<file path="src/rtl/vector_alu_sequencer.sv">
`default_nettype none
// ============================================================================
// Module      : vector_alu_sequencer
// Description : Issues one 4-lane vector operation to the combinational ALU,
//               one lane per cycle, and returns the assembled 128-bit result.
// Revision    : 1.0 - initial release
// ============================================================================
module vector_alu_sequencer (
   input  logic         clk,
   input  logic         rst,
   input  logic         in_valid,
   output logic         in_ready,
   input  logic [3:0]   in_op,
   input  logic [127:0] in_vec_a,
   input  logic [127:0] in_vec_b,
   input  logic [31:0]  in_src_c,
   input  logic [7:0]   in_seed,
   output logic [3:0]   alu_control,
   output logic [31:0]  alu_src_a,
   output logic [31:0]  alu_src_b,
   output logic [31:0]  alu_src_c,
   output logic [1:0]   alu_index,
   output logic [1:0]   alu_column,
   output logic [7:0]   alu_last_data,
   input  logic [31:0]  alu_result,
   output logic         out_valid,
   input  logic         out_ready,
   output logic [127:0] out_vec,
   output logic         busy
);

   localparam int         LANES       = 4;
   localparam int         c_word      = 32;
   localparam logic [1:0] c_last_lane = 2'(LANES - 1);

   typedef enum logic [1:0] {
      IDLE = 2'd0,
      RUN  = 2'd1,
      DONE = 2'd2
   } state_t;

   state_t         r_state;
   state_t         w_next_state;
   logic [1:0]     r_lane;
   logic [3:0]     r_op;
   logic [127:0]   r_vec_a;
   logic [127:0]   r_vec_b;
   logic [31:0]    r_src_c;
   logic [7:0]     r_seed;
   logic [7:0]     r_chain;
   logic [127:0]   r_out_vec;

   always_comb begin
      w_next_state = r_state;
      case (r_state)
         IDLE:    if (in_valid) w_next_state = RUN;
         RUN:     if (r_lane == c_last_lane) w_next_state = DONE;
         DONE:    if (out_ready) w_next_state = IDLE;
         default: w_next_state = IDLE;
      endcase
   end

   always_ff @(posedge clk) begin
      if (rst) begin
         r_state   <= IDLE;
         r_lane    <= 2'd0;
         r_op      <= 4'd0;
         r_vec_a   <= '0;
         r_vec_b   <= '0;
         r_src_c   <= '0;
         r_seed    <= 8'd0;
         r_chain   <= 8'd0;
         r_out_vec <= '0;
      end else begin
         r_state <= w_next_state;
         case (r_state)
            IDLE: begin
               if (in_valid) begin
                  r_op    <= in_op;
                  r_vec_a <= in_vec_a;
                  r_vec_b <= in_vec_b;
                  r_src_c <= in_src_c;
                  r_seed  <= in_seed;
                  r_lane  <= 2'd0;
               end
            end
            RUN: begin
               r_out_vec[r_lane*c_word +: c_word] <= alu_result;
               r_chain <= alu_result[7:0];
               // wraps back to 0 after the last lane, ready for the next op
               r_lane  <= r_lane + 2'd1;
            end
            default: ;
         endcase
      end
   end

   // ALU inputs are forced to zero outside RUN so it never sees stale operands
   always_comb begin
      alu_control   = 4'd0;
      alu_src_a     = 32'd0;
      alu_src_b     = 32'd0;
      alu_src_c     = 32'd0;
      alu_index     = 2'd0;
      alu_column    = 2'd0;
      alu_last_data = 8'd0;
      if (r_state == RUN) begin
         alu_control   = r_op;
         alu_src_a     = r_vec_a[r_lane*c_word +: c_word];
         alu_src_b     = r_vec_b[r_lane*c_word +: c_word];
         alu_src_c     = r_src_c;
         alu_index     = r_lane;
         alu_column    = r_lane;
         alu_last_data = (r_lane == 2'd0) ? r_seed : r_chain;
      end
   end

   assign in_ready  = (r_state == IDLE);
   assign out_valid = (r_state == DONE);
   assign busy      = (r_state == RUN) || (r_state == DONE);
   assign out_vec   = r_out_vec;

endmodule
`default_nettype wire

</file>
<file path="config.mk">
export PLATFORM = sky130hd
export DESIGN_NAME = vector_alu_sequencer
export DESIGN_NICKNAME = d
export VERILOG_FILES = /design/src/rtl/vector_alu_sequencer.sv
export SDC_FILE = /design/constraint.sdc
export NUM_CORES = 1
export LEC_CHECK = 0
export ABC_AREA = 0
export CAP_MARGIN = 20
export CORE_AREA = 5 5 225 227
export DETAILED_ROUTE_END_ITERATION = 8
export DIE_AREA = 0 0 230 232
export PLACE_DENSITY = 0.71
export SYNTH_ARGS = -nofsm -noshare
export SYNTH_HDL_FRONTEND = slang
export SYNTH_SLANG_ARGS = --single-unit
</file>
<file path="constraint.sdc">
create_clock -name clk -period 4.7 [get_ports clk]
set_input_delay 1.175 -clock clk [delete_from_list [all_inputs] [get_ports clk]]
set_output_delay 1.175 -clock clk [all_outputs]
set_load 0.02 [all_outputs]
</file>
* After elaboration in Yosys (flattened, before gate mapping)
Index checks and enable logic that the tools add are counted.
Storage, ports and cells: input bits 336, flip-flop bits (word level) 440, logic and storage cells 42, output and inout bits 243
Operators by class: equality and inequality tests 6, add/subtract/negate cells 2, reduce and logical (&&, ||, !) cells 7, shift operators 4, muxes and demuxes 14
Operators by type and width (number):
- 128-bit by 8-bit indexed part select with 32-bit output | 2
- 128-bit bitwise mux | 1
- 32-bit by 34-bit variable shift with 128-bit output, first input constant | 1
- 32-bit by 34-bit indexed part select with 128-bit output | 1
- 32-bit two-way mux | 3
- 7-bit negator with 34-bit output | 1
- 8-bit two-way mux | 2
- 2-bit two-way mux | 5
- 2-bit one-hot mux with 3 select lines | 1
- 2-bit == test, second input constant | 2
- 2-bit logical NOT | 2
- 4-bit two-way mux | 1
- 2-bit != test, second input constant | 2
- 2-bit one-hot mux with 2 select lines | 1
- 2-bit AND reduction | 2
- 3-bit AND reduction | 1
- 2-bit by 1-bit adder with 2-bit output, second input constant | 1
- 2-bit by 1-bit == test with 1-bit output, second input constant | 1
- 2-bit by 1-bit != test with 1-bit output, second input constant | 1
- 2-bit nonzero test | 1
- 1-bit logical OR | 1

* Logic depth before layout (Yosys ltp)
Gate-level depths: netlist of the first run.
depth after elaboration 3, depth in mapped cells 11, depth with buffers taken out 5

* Worst setup path before layout of the first run
No wires, ideal clock.
path type register -> output, from reg r_lane[1], to out alu_last_data[0], arrival time 1712 ps, required time 3525 ps, buffers on the path 3, slack 1813 ps, cell stages (with the launch flop) 8, path through dfxtp_1 -> buf_2 -> buf_2 -> inv_1 -> ha_1 -> buf_4 -> mux2i_1 -> nor2b_1
Between the ends: cells in the longest elaborated chain, start to end 3
RTL lines:
- start: declaration | RTL line 44 | logic [1:0] r_lane;
- start signal: assignment | RTL line 91 | r_lane <= r_lane + 2'd1;
- 2-bit logical NOT | RTL line 114 | alu_last_data = (r_lane == 2'd0) ? r_seed : r_chain;
- 8-bit two-way mux | RTL line 114
- 8-bit two-way mux | RTL line 107 | if (r_state == RUN) begin
- end: declaration | RTL line 24 | output logic [7:0] alu_last_data,
No other way between the ends.

* Worst setup path in the final report of the first run
from reg r_lane[0], to out alu_last_data[2]
Same word-level chain as after synthesis.

==> results of run 1 <==
layer usage:
layer	vias to the layer above	wire, um	track usage, %
li1	7923	-	-
met1	8128	25800	27.9
met5	-	25	0
met4	4	1640	7.55
met3	105	6090	7.26
met2	670	31300	38.6
flip-flops by register name, indices dropped and copies added, names as in the netlist:
register,cells
r_vec_a,128
r_lane,2
r_vec_b,128
r_state,2
r_op,4
r_src_c,32
out_vec,128
r_seed,8
r_chain,8
cells in the final DEF, fill, tap and decap left out, types with 3 or more instances in the layout:
cell                                n
sky130_fd_sc_hd__a21oi_1          332
sky130_fd_sc_hd__nand2_1          636
sky130_fd_sc_hd__nand4_1           34
sky130_fd_sc_hd__buf_12            10
sky130_fd_sc_hd__clkinv_2           9
sky130_fd_sc_hd__dfxtp_1          438
sky130_fd_sc_hd__clkdlybuf4s50_1  577
sky130_fd_sc_hd__nand2b_1           3
sky130_fd_sc_hd__nor2b_1           10
sky130_fd_sc_hd__clkbuf_1          14
sky130_fd_sc_hd__and2_1           102
sky130_fd_sc_hd__clkbuf_16         49
sky130_fd_sc_hd__a32oi_1           97
sky130_fd_sc_hd__clkbuf_8          11
sky130_fd_sc_hd__buf_4             26
sky130_fd_sc_hd__diode_2            8
sky130_fd_sc_hd__inv_1              4
sky130_fd_sc_hd__mux4_2            64
sky130_fd_sc_hd__ha_1               8
sky130_fd_sc_hd__mux2i_1           17
sky130_fd_sc_hd__nor2_1           106
cell families after synthesis:
group,count (synthesis),synth area share [%]
AO/OA/AOI/OAI,432,14.3
adder cells (fa/ha/maj),9,0.634
buffers and inverters,196,5.12
flip-flops,440,49.6
multiplexers,81,9.08
AND/OR/NAND/NOR,899,21.3
worst register-to-register path, stage by stage (launching register included):
cell	delay, ns
sky130_fd_sc_hd__dfxtp_4	0.81
sky130_fd_sc_hd__inv_1	0.21
sky130_fd_sc_hd__ha_1	0.55
sky130_fd_sc_hd__nor3b_2	0.28
sky130_fd_sc_hd__buf_4	0.61
sky130_fd_sc_hd__nand4_1	0.23
sky130_fd_sc_hd__a21oi_1	0.18
how the worst max path moves through the flow:
stage,slack [ns],from,endpoint
after detailed placement,0.91,r_lane[0],alu_src_a[1]
after floorplan,1.81,r_lane[1],alu_last_data[0]
after global placement,0.95,r_lane[0],alu_src_a[15]
final,0.39,r_lane[0],alu_last_data[2]
after CTS,0.28,r_lane[0],alu_last_data[2]
after global routing,0.16,r_lane[0],alu_last_data[7]
metrics by stage:
stage,setup slack [ns],total power [uW],hold slack (ns),std cells,instance area [um^2]
after floorplan,1.81,6660,0.432,2057,17800
after global placement,0.952,7920,0.437,3101,23900
after detailed placement,0.913,8010,0.443,3101,23900
after CTS,0.280,11700,0.450,3187,25400
after global routing,0.157,12200,0.469,3194,25400
final,0.387,11700,0.449,3195,25400
power by group:
part           switching [uW]  internal, uW  total, uW
clock                    1520          2190       3710
sequential                324          4230       4550
combinational            1990          1400       3390
area by class of cell:
cell class	instances	area (um^2)	area share [%]
flip-flops and latches	440	8820	34.7
multi-input cells	1421	8080	31.8
repair buffers	614	6190	24.3
clock buffers	74	1430	5.62
well taps	622	778	3.06
clock inverters	12	113	0.443
diodes	8	20.0	0.0787
inverters	4	15.0	0.0590
==> PnR_summary.wiki, run 1 <==
{| class="wikitable"
! Metric !! Value
|-
| Leading cell types by total area after synthesis || sky130_fd_sc_hd__dfxtp_1 (50%), sky130_fd_sc_hd__nand2_1 (13%), sky130_fd_sc_hd__a21oi_1 (9.4%)
|-
| Number of buffers added to fix hold violations after cts || 0
|-
| Cell family with most CP delay || buffers and inverters
|-
| Setup bufs post-CTS || 0
|-
| Number of flops mapped to enable cells by yosys || 0
|-
| Worst slew margin relative to its limit || 27.8%
|-
| Beginning of the worst register-to-register path || r_lane[0]
|-
| Core Util, Final || 52.5%
|-
| Vias per cell || 5.27
|-
| # setup viols final || 0
|-
| Start point of the worst hold path || out_vec[76]
|-
| Power density over the cells || 458 mW/mm^2
|-
| Register clock-pin slew on the reported worst setup and hold paths || 0.06 ns
|-
| Post-Syn Area per Cell || 8.63 um^2
|-
| Die footprint || 0.0534 mm^2
|-
| Maximum clock rate || 232 MHz
|-
| Reg2Reg Capture Point || out_vec[84]
|-
| VDD IR-drop max || 0.301 mV
|-
| Part of the cycle the worst path needs || 91.8%
|-
| Worst path arrival time || 3.14 ns
|-
| Worst endpoint required time || 3.52 ns
|-
| Filler Cells Inserted || 4400
|-
| Top-level I/O count || 579
|-
| Final number of hold-violating endpoints || 0
|-
| Synth-to-Final Area Change || 43.3%
|-
| Yosys warning count || 0
|-
| Dominant cell by count in the synthesized netlist || sky130_fd_sc_hd__nand2_1
|-
| Hold Path Cell Cnt || 2
|-
| Share of synthesized registers carrying an async set or reset || 0%
|-
| Vias in the first global route || 16.7k
|-
| CP Max Fanout || 31
|-
| Bufs on Longest Clock Path || 3
|-
| Unrepaired setup endpoints after global routing || false
|-
| Crit path capture type || output port
|-
| Average routed wire per standard cell || 20.3 um
|-
| Share of synthesized area occupied by flip-flops and latches || 49.6%
|-
| Total CTS buffers || 48
|-
| Max-slew violation count || 0
|-
| Clock insertion delay at the later pin of the skew report || 0.56 ns
|-
| Setup Total Neg Slack || 0 ns
|-
| Post-synth top area cell || sky130_fd_sc_hd__dfxtp_1
|-
| Biggest cell delay along the critical path || 0.81 ns
|-
| Count of nets after finishing || 2874
|-
| Buffers added on ports || 578
|-
| Horizontal die dimension || 230 um
|-
| Remaining Overflow, GRT || 0
|-
| Critical path depth in cells || 5
|-
| Worst hold-check path type || reg2reg
|-
| Count of state elements after synthesis || 440
|-
| Clock period minus worst slack || 4.31 ns
|-
| Gr usage total || 22.9%
|-
| Nets in the synthesized netlist || 2402
|-
| Sequence of cells on the critical path || inv_1 > ha_1 > mux2i_1 > nor2b_1 > clkdlybuf4s50_1
|-
| Ys flop type || sky130_fd_sc_hd__dfxtp_1
|-
| Overall via count from detail_route || 16.8k
|-
| Cell area after synthesis || 0.0178 mm^2
|-
| Quantity of gates resized following cts || 0
|-
| Clock Sink Count || 440
|-
| Leak pwr || 0.00912 uW
|-
| Distinct cell type count after synthesis || 26
|-
| Clk_skew || 0.0150 ns
|-
| Top-area cell type share of the netlist area || 49.6%
|-
| CTS tree || yes
|-
| Largest net degree at the start of global routing || 133
|-
| Die Ht || 232 um
|-
| Core ar. || 0.0484 mm^2
|-
| Actual transition at the worst max-transition pin || 1.08 ns
|-
| Class of the most critical setup path || reg2out
|-
| Reported max-cap violation count || 0
|-
| Clock root buffer || sky130_fd_sc_hd__clkbuf_16
|-
| Number of detailed-route iterations in the first pass || 5
|-
| Final Wtd Congestion || 0.853
|-
| Slowest stage cell on the critical path || sky130_fd_sc_hd__dfxtp_4
|-
| Number of rows created at floorplan || 81
|-
| Most instantiated cells after synthesis || sky130_fd_sc_hd__nand2_1 (637), sky130_fd_sc_hd__dfxtp_1 (440), sky130_fd_sc_hd__a21oi_1 (332)
|-
| Post-Synthesis Cells || 2057
|-
| R2R depth || 6
|-
| Antenna-violating nets left || 0
|-
| Startpoint kind of the worst setup timing path || flop
|-
| Initial core utilization || 36.6%
|-
| DR DRC count || 0
|-
| Drt first-iter violations || 1217
|-
| Maximum level of the CTS H-tree || 2
|-
| Routed WL || 64900 um
|-
| First-pass GRT wire length || 98100 um
|-
| Share of final-layout standard cells stronger than drive strength 1 || 7.06%
|-
| CP bufs+invs || 2
|-
| Number of antenna violations at the first check in global routing || 10
|-
| Worst reg-to-reg setup slack || 1.75 ns
|-
| Min-Delay Endpoint || out_vec[76]
|-
| Outcome || finished, final reports clean
|-
| HPWL Detailed || 44300 um
|}
Power figures use the tool's default switching activity.
==> run 2, diff against run 1 <==
--- a/config.mk
+++ b/config.mk
@@ -10,6 +10,7 @@
 export CORE_AREA = 5 5 225 227
 export DETAILED_ROUTE_END_ITERATION = 8
 export DIE_AREA = 0 0 230 232
+export HOLD_SLACK_MARGIN = 0.03
 export PLACE_DENSITY = 0.71
 export SYNTH_ARGS = -nofsm -noshare
 export SYNTH_HDL_FRONTEND = slang
==> results of run 2 <==
No change in the layout: final DEF, timing and power equal those of run 1.
